**config.mk**
```make
export PLATFORM = sky130hd
export DESIGN_NAME = vga_scan_gen
export DESIGN_NICKNAME = d
export VERILOG_FILES = /design/src/rtl/vga_pkg.sv /design/src/rtl/vga_axis_counter.sv /design/src/rtl/vga_scan_gen.sv
export SDC_FILE = /design/constraint.sdc
export NUM_CORES = 1
export LEC_CHECK = 0
export ABC_AREA = 1
export BUFFER_PORTS_ARGS = -buffer_cell sky130_fd_sc_hd__clkbuf_2
export CORE_MARGIN = 2
export CORE_UTILIZATION = 53
export DETAILED_ROUTE_END_ITERATION = 16
export HOLD_SLACK_MARGIN = 0.08
export MAX_ROUTING_LAYER = met4
export PLACE_DENSITY = 0.79
export SYNTH_ARGS = -nofsm -noshare
export SYNTH_HDL_FRONTEND = slang
export SYNTH_SLANG_ARGS = --single-unit
```
**constraint.sdc**
```tcl
create_clock -name clk -period 1.9 [get_ports clk]
set_input_delay 0.38 -clock clk [delete_from_list [all_inputs] [get_ports clk]]
set_output_delay 0.38 -clock clk [all_outputs]
set_load 0.01 [all_outputs]
```
**src/rtl/vga_pkg.sv**
```systemverilog
// Shared definitions for vga_scan_gen: 640x480 timing, colour constants,
// coordinate width and scan FSM states.
package vga_pkg;

  localparam int COORD_W     = 11;
  localparam int COLOR_W     = 30;
  localparam int FRAME_CNT_W = 16;

  localparam int H_ACTIVE_640 = 640;
  localparam int H_FP_640     = 16;
  localparam int H_SYNC_640   = 96;
  localparam int H_BP_640     = 48;
  localparam int V_ACTIVE_640 = 480;
  localparam int V_FP_640     = 10;
  localparam int V_SYNC_640   = 2;
  localparam int V_BP_640     = 33;

  localparam logic [COLOR_W-1:0] COLOR_WHITE = 30'h3FFFFFFF;
  localparam logic [COLOR_W-1:0] COLOR_BLACK = '0;

  typedef enum logic [1:0] {
    IDLE = 2'd0,
    SCAN = 2'd1,
    STOP = 2'd2
  } scan_state_t;

  function automatic int axis_total(input int active, input int fp,
                                    input int sync, input int bp);
    return active + fp + sync + bp;
  endfunction

  localparam int H_TOTAL_640 = axis_total(H_ACTIVE_640, H_FP_640, H_SYNC_640, H_BP_640);
  localparam int V_TOTAL_640 = axis_total(V_ACTIVE_640, V_FP_640, V_SYNC_640, V_BP_640);

endpackage

```
**src/rtl/vga_axis_counter.sv**
```systemverilog
// One scan axis: wrapping counter with increment enable, terminal-count flag,
// active-area decode and sync window decode.
module vga_axis_counter
  import vga_pkg::*;
#(
  parameter int ACTIVE     = H_ACTIVE_640,
  parameter int TOTAL      = H_TOTAL_640,
  parameter int SYNC_START = H_ACTIVE_640 + H_FP_640,
  parameter int SYNC_END   = H_ACTIVE_640 + H_FP_640 + H_SYNC_640
) (
  input  logic               clk,
  input  logic               rst_n,
  input  logic               inc,
  output logic [COORD_W-1:0] count,
  output logic               tc,
  output logic               active,
  output logic               sync_win
);

  localparam logic [COORD_W-1:0] LAST     = COORD_W'(TOTAL - 1);
  localparam logic [COORD_W-1:0] ACT_LIM  = COORD_W'(ACTIVE);
  localparam logic [COORD_W-1:0] SYNC_LO  = COORD_W'(SYNC_START);
  localparam logic [COORD_W-1:0] SYNC_HI  = COORD_W'(SYNC_END);

  assign tc       = (count == LAST);
  assign active   = (count < ACT_LIM);
  assign sync_win = (count >= SYNC_LO) && (count < SYNC_HI);

  always_ff @(posedge clk or negedge rst_n) begin
    if (!rst_n) begin
      count <= '0;
    end else if (inc) begin
      count <= tc ? '0 : count + COORD_W'(1);
    end
  end

endmodule

```
**src/rtl/vga_scan_gen.sv**
```systemverilog
// VGA scan generator: counters, sync, start/stop FSM and delay matching
// around an external one-clock colour block. Optional border: VGA_BORDER_EN.
module vga_scan_gen
  import vga_pkg::*;
#(
  parameter int H_ACTIVE = H_ACTIVE_640,
  parameter int H_FP     = H_FP_640,
  parameter int H_SYNC   = H_SYNC_640,
  parameter int H_BP     = H_BP_640,
  parameter int V_ACTIVE = V_ACTIVE_640,
  parameter int V_FP     = V_FP_640,
  parameter int V_SYNC   = V_SYNC_640,
  parameter int V_BP     = V_BP_640,
  parameter bit HS_POL   = 1'b0,
  parameter bit VS_POL   = 1'b0
) (
  input  logic                   clk,
  input  logic                   rst_n,
  input  logic                   run,
  input  logic [COLOR_W-1:0]     color_data,
  output logic [COORD_W-1:0]     x,
  output logic [COORD_W-1:0]     y,
  output logic                   enable,
  output logic                   hsync,
  output logic                   vsync,
  output logic                   de,
  output logic [COLOR_W-1:0]     rgb,
  output logic                   frame_start,
  output logic [FRAME_CNT_W-1:0] frame_cnt,
  output logic                   busy
);

  localparam int H_TOTAL = axis_total(H_ACTIVE, H_FP, H_SYNC, H_BP);
  localparam int V_TOTAL = axis_total(V_ACTIVE, V_FP, V_SYNC, V_BP);

  scan_state_t        state, state_next;
  logic [COORD_W-1:0] h_cnt, v_cnt;
  logic               h_tc, v_tc, h_act, v_act, h_win, v_win;
  logic               count_en, frame_end;
  logic               hs_a, vs_a;
  logic               hs_b, vs_b, en_b;
  logic [COLOR_W-1:0] rgb_next;

  // Counting also runs on the IDLE cycle that samples run, so (0,0) appears on the next edge.
  assign count_en  = (state != IDLE) || run;
  assign frame_end = (state != IDLE) && h_tc && v_tc;
  assign busy      = (state != IDLE);

  vga_axis_counter #(
    .ACTIVE    (H_ACTIVE),
    .TOTAL     (H_TOTAL),
    .SYNC_START(H_ACTIVE + H_FP),
    .SYNC_END  (H_ACTIVE + H_FP + H_SYNC)
  ) u_h_axis (
    .clk     (clk),
    .rst_n   (rst_n),
    .inc     (count_en),
    .count   (h_cnt),
    .tc      (h_tc),
    .active  (h_act),
    .sync_win(h_win)
  );

  vga_axis_counter #(
    .ACTIVE    (V_ACTIVE),
    .TOTAL     (V_TOTAL),
    .SYNC_START(V_ACTIVE + V_FP),
    .SYNC_END  (V_ACTIVE + V_FP + V_SYNC)
  ) u_v_axis (
    .clk     (clk),
    .rst_n   (rst_n),
    .inc     (count_en && h_tc),
    .count   (v_cnt),
    .tc      (v_tc),
    .active  (v_act),
    .sync_win(v_win)
  );

  always_ff @(posedge clk or negedge rst_n) begin
    if (!rst_n) begin
      state <= IDLE;
    end else begin
      state <= state_next;
    end
  end

  always_comb begin
    state_next = state;
    unique case (state)
      IDLE: if (run) state_next = SCAN;
      SCAN: if (!run) state_next = frame_end ? IDLE : STOP;
      STOP: begin
        if (run) state_next = SCAN;
        else if (frame_end) state_next = IDLE;
      end
      default: state_next = IDLE;
    endcase
  end

  always_ff @(posedge clk or negedge rst_n) begin
    if (!rst_n) begin
      x           <= '0;
      y           <= '0;
      enable      <= 1'b0;
      hs_a        <= 1'b0;
      vs_a        <= 1'b0;
      frame_start <= 1'b0;
      frame_cnt   <= '0;
    end else begin
      x           <= h_cnt;
      y           <= v_cnt;
      enable      <= count_en && h_act && v_act;
      hs_a        <= count_en && h_win;
      vs_a        <= count_en && v_win;
      frame_start <= count_en && (h_cnt == '0) && (v_cnt == '0);
      if (frame_end) frame_cnt <= frame_cnt + FRAME_CNT_W'(1);
    end
  end

  // Stage B lines up with the colour block's register.
  always_ff @(posedge clk or negedge rst_n) begin
    if (!rst_n) begin
      hs_b <= 1'b0;
      vs_b <= 1'b0;
      en_b <= 1'b0;
    end else begin
      hs_b <= hs_a;
      vs_b <= vs_a;
      en_b <= enable;
    end
  end

`ifdef VGA_BORDER_EN
  localparam logic [COORD_W-1:0] X_LAST = COORD_W'(H_ACTIVE - 1);
  localparam logic [COORD_W-1:0] Y_LAST = COORD_W'(V_ACTIVE - 1);

  logic [COORD_W-1:0] x_b, y_b;
  logic               border_b;

  always_ff @(posedge clk or negedge rst_n) begin
    if (!rst_n) begin
      x_b <= '0;
      y_b <= '0;
    end else begin
      x_b <= x;
      y_b <= y;
    end
  end

  assign border_b = en_b && ((x_b == '0) || (x_b == X_LAST) ||
                             (y_b == '0) || (y_b == Y_LAST));
  assign rgb_next = border_b ? COLOR_WHITE : (en_b ? color_data : COLOR_BLACK);
`else
  assign rgb_next = en_b ? color_data : COLOR_BLACK;
`endif

  always_ff @(posedge clk or negedge rst_n) begin
    if (!rst_n) begin
      hsync <= ~HS_POL;
      vsync <= ~VS_POL;
      de    <= 1'b0;
      rgb   <= COLOR_BLACK;
    end else begin
      hsync <= hs_b ? HS_POL : ~HS_POL;
      vsync <= vs_b ? VS_POL : ~VS_POL;
      de    <= en_b;
      rgb   <= rgb_next;
    end
  end

endmodule
```
**Word-level counts from Yosys, hierarchy flattened**

Index checks and enable logic that the tools add are counted.
Widths: inputs -> output; s select.

- $add $sub $neg: 3
- Reduce and logical (&&, ||, !) cells: 17
- Order comparisons: 6
- Mux-type cells: 11
- Equality and inequality tests: 7

Operator list:

| kind | count |
|---|---|
| $mux 30 | 1 |
| $add 11x1->11 const B | 2 |
| $eq 11x10->1 const B | 2 |
| $logic_not 11->1 | 2 |
| $lt 11x10->1 const B | 2 |
| $lt 11x9->1 const B | 2 |
| $mux 11 | 2 |
| $add 16x1->16 const B | 1 |
| $ge 11x10->1 const B | 1 |
| $ge 11x9->1 const B | 1 |
| $logic_and 1x1->1 | 11 |
| $mux 2 | 5 |
| $pmux 2 s3 | 1 |
| $ne 2x2->1 const B | 2 |
| $ne 3x3->1 const B | 1 |
| $reduce_and 3->1 | 1 |
| $eq 2x1->1 const B | 1 |
| $eq 2x2->1 const B | 1 |
| $logic_not 2->1 | 1 |
| $mux 1 | 2 |
| $reduce_bool 2->1 | 1 |
| $logic_or 1x1->1 | 1 |

- Input port bits: 33
- Register bits: 102
- Output and inout bits: 74

**Depth between registers and ports, before layout**

- Depth after elaboration: 6
- Depth in mapped cells: 10
- Gate-level depth less buffers: 9

**Cells and area by module**

Synthesis repeated with hierarchy kept, for this count alone.

- Cells, all modules: 469
- Area total of the unflattened synthesis: 4230.3 µm²

By module, submodules not included:

| module | area each (µm²) | cells an instance | times used | sequential area each (µm²) |
|---|---|---|---|---|
| vga_scan_gen | 2831.5 | 270 | 1 | 2004.4 |
| vga_axis_counter at u_h_axis | 703.2 | 102 | 1 | 275.3 |
| vga_axis_counter at u_v_axis | 695.7 | 97 | 1 | 275.3 |

**Worst setup path before layout**

No wires, ideal clock.

- Path type: reg2reg
- From: register u_v_axis.count[0]
- To: register frame_cnt[11]
- Arrival: 1.350 ns
- Stages on the path, launching flop included: 11
- Path slack: 0.433 ns
- Clock period less this slack: 1.467 ns
- Buffers on the path: 1
- Setup time: 0.117 ns
- Cell sequence: dfrtp_1 > inv_1 > ha_1 > nand3_1 > nor2_1 > nand2_2 > inv_2 > nand2_2 > buf_6 > nand2_1 > nand2_1

- Cells in the longest elaborated chain, start to end: 2

RTL lines:

| item | RTL line | text |
|---|---|---|
| from (decl) | vga_axis_counter.sv:14 | `output logic [COORD_W-1:0] count,` |
| from (signal assigned) | vga_axis_counter.sv:33 | `count <= tc ? '0 : count + COORD_W'(1);` |
| $eq 11x10->1 | vga_axis_counter.sv:25 | `assign tc = (count == LAST);` |
| $logic_and 1x1->1 | vga_scan_gen.sv:46 | `assign frame_end = (state != IDLE) && h_tc && v_tc;` |
| to (signal assigned) | vga_scan_gen.sv:116 | `if (frame_end) frame_cnt <= frame_cnt + FRAME_CNT_W'(1);` |
| to (decl) | vga_scan_gen.sv:29 | `output logic [FRAME_CNT_W-1:0] frame_cnt,` |

No other way between the ends.
A chain may end at the register's enable or synchronous reset.

**Worst setup path in the final report**

- From: register u_v_axis.count[0]
- To: register frame_cnt[12]

Same word-level chain as after synthesis.

==> flow_metrics.tcl <==
set metrics [dict create \
    status "finished, final reports clean" \
    grt_pass1_wl_um 14140 \
    max_slew.worst_pin.slew_ps 891.6 \
    relSlewSlack_pct 40.56 \
    drive_gt1_share_pct 24.37 \
    r2r-end "frame_cnt[12]" \
    synth.avg_cell_area_sq_um 9.088 \
    gp_congestion 0.8521 \
    slew_viol_final 0 \
    synth_enable_flop_cells 0 \
    r2r-start "u_v_axis.count[0]" \
    synthToLayoutAreaGrowth_pct 20.48 \
    multi_input_area_sq_mm 0.001470 \
    regArea_sq_mm 0.002555 \
    cp_cell_sequence "inv_1 -> ha_1 -> nand3_1 -> nor2_1 -> nand2_2 -> nor2_4 -> nand2_1 -> nand2_1" \
    startpoint_type "flop" \
    drtIter0Drc 102 \
    routed_wl_um 8585 \
    cpPeakStageDelay_ps 450 \
    hpwl_um 6296 \
    tritoncts "yes" \
    syn-instance-count 478 \
    fin_setup_tns_ps 0 \
    p_per_area_mw_per_mm2 931.3 \
    worstPathMaxFanout 16 \
    fill_cells 658 \
    path_delay_family "simple AND/OR/NAND/NOR gates" \
    cts_setup_buffers 0 \
    r2r_setup_slack_ps 200 \
    p_leak_nw 2.936 \
    cts_made_buffers 9 \
    synth_ff_type "dfrtp_1" \
    drc 0 \
    syn-num-nets 516 \
    fp-row-count 33 \
    synth_cell_types 25 \
    drtAntennaViolNets 0 \
    dpl_worst_slack_ps 181.5 \
    holdCritPathClass "in -> reg" \
    min_from "color_data[3]" \
    antenna_cells 0 \
    final-hold-violation-count 0 \
    skew_ps 12.43 \
    ys_seq_area_share_pct 58.81 \
    hold_depth 3 \
    synthMostInstantiatedCell "nand2_1" \
    worstPathRequired_ps 2200 \
    postCtsResizedCells 0 \
    async_flop_share_pct 100.0 \
    grt_pass1_vias 3151 \
    utilization_pct 64.67 \
    ys_warn_count 0 \
    rsz0062_at_grt "false" \
    grt_antenna_before_repair 0 \
    fp.dieArea_sq_mm 0.008937 \
    via_per_inst 4.893 \
    period_share_pct 89.38 \
    finalPower_mw 4.874 \
    synth.top_cells.by_count "nand2_1, dfrtp_1, inv_1" \
    grt_overflow 0 \
    path_class "reg -> reg" \
    io_buffers 106 \
    grt_max_degree 41 \
    routedWlPerCell_um 12.26 \
    core_area_sq_mm 0.008093 \
    synth.top_cell.area_share_pct 57.60 \
    die_h_um 94.54 \
    holdPathEnd "rgb[3]" \
    cp_common_cell "nand2_1" \
    arrival_ps 2000 \
    syn_area_sq_mm 0.004344 \
    vias 3425 \
    clock_latency_ps 350 \
    setup_ws_ps 201.7 \
    path_buf_inv 1 \
    htree_levels 3 \
    num-nets-final 628 \
    yosys-top-cells-area "dfrtp_1, nand2_1, inv_1" \
    io_pins 107 \
    max_cap_viol_count 0 \
    fin_worst_hold_slack_ps 210.4 \
    clockBufferDepth 2 \
    yosys.area.top_type "dfrtp_1" \
    rr_worst_depth 8 \
    firstDrtPassIters 4 \
    cts.sinks 102 \
    end_kind "flop" \
    synth.ff_latch_count 102 \
    peakVddDrop_uv 554.7 \
    track_usage_pct 20.77 \
    slowest_stage "dfrtp_1" \
    max_freq_ghz 0.5888 \
    initial_utilization_pct 53.68 \
    min_period_ps 1698 \
    ctsRootBufferMaster "clkbuf_8" \
    setup_violations 0 \
    die_x_um 94.54 \
    path_clk_slew_ps 100 \
]
==> per-layer routing <==
metal	share of wire (%)	global-route usage, %	vias up
met2	47	32.44	122
li1	-	-	1693
met3	6.4	5.108	16
met1	44	26.58	1594
met5	0	-	-
met4	2.1	7.609	0
==> placed cells by master, fill, tap and decap left out, types with 3 or more instances in the layout <==
master,netlist,layout
ha_1,5,5
nor4_1,4,4
xor2_1,11,11
o21ai_1,8,8
clkbuf_2,0,105
dfrtp_1,100,100
nor3_1,4,4
o21ai_0,4,4
nor2_8,3,3
nand3_1,31,31
nand2_1,153,153
nor2_1,38,38
nand4_1,15,15
a21oi_1,3,3
nand2_2,7,7
inv_1,64,64
xnor2_1,6,6
clkbuf_8,0,10
inv_2,6,6
==> report_power, final <==
| group | switching (mW) | total, mW | internal, mW |
|---|---|---|---|
| clock network | 0.698 | 1.48 | 0.781 |
| logic | 0.472 | 0.769 | 0.297 |
| registers | 0.204 | 2.63 | 2.42 |
| total | 1.37 | 4.87 | 3.50 |
==> kinds of logic after synthesis <==
group | Yosys count | synth area share [%]
buffers and inverters | 79 | 7.344
AOI/OAI and AO/OA | 15 | 1.728
DFF | 102 | 58.81
adders and majority gates | 5 | 1.440
and+or+nand+nor | 260 | 27.25
xor gates and xnor gates | 17 | 3.427
==> through the flow <==
stage,instances,cell area (sq um)
2_1_floorplan,478,4344
4_1_cts,700,5234
3_3_place_gp,683,5000
5_1_grt,700,5234
6_report,700,5234
3_5_place_dp,683,5000
==> registers in the layout (all words and copies together) (netlist names), 2 cells and up <==
register	flops
rgb	30
frame_cnt	16
u_h_axis.count	11
u_v_axis.count	11
x	11
y	11
state	2
==> worst max path at each step <==
| stage | to | cells past startpoint | slack (ps) | startpoint |
|---|---|---|---|---|
| after floorplan | frame_cnt[11] | 10 | 430 | u_v_axis.count[0] |
| after global placement | frame_cnt[13] | 8 | 290 | u_v_axis.count[0] |
| after detailed placement | frame_cnt[12] | 8 | 180 | u_v_axis.count[0] |
| after CTS | frame_cnt[12] | 8 | 170 | u_v_axis.count[1] |
| after global routing | frame_cnt[13] | 8 | 5 | u_v_axis.count[0] |
| final | frame_cnt[12] | 8 | 200 | u_v_axis.count[0] |
==> worst min-delay path, cell delays in order <==
cell	delay (ps)
clkbuf_2	70
nand2_1	40
inv_1	40
==> layout make-up <==
type                    count  area share [%]
clock buffers              11           2.701
clock inverters             5           1.578
inverters                  70           5.020
multi-input cells         297           28.09
flip-flops and latches    102           48.82
well taps                 105           2.510
repair buffers            110           11.28
==> repair_timing <==
item,CTS,global route
endpoints found under the hold margin,30,0
setup endpoints to repair,0,8
hold buffers,1,0
Note: power is estimated with default switching activity, not from simulation.
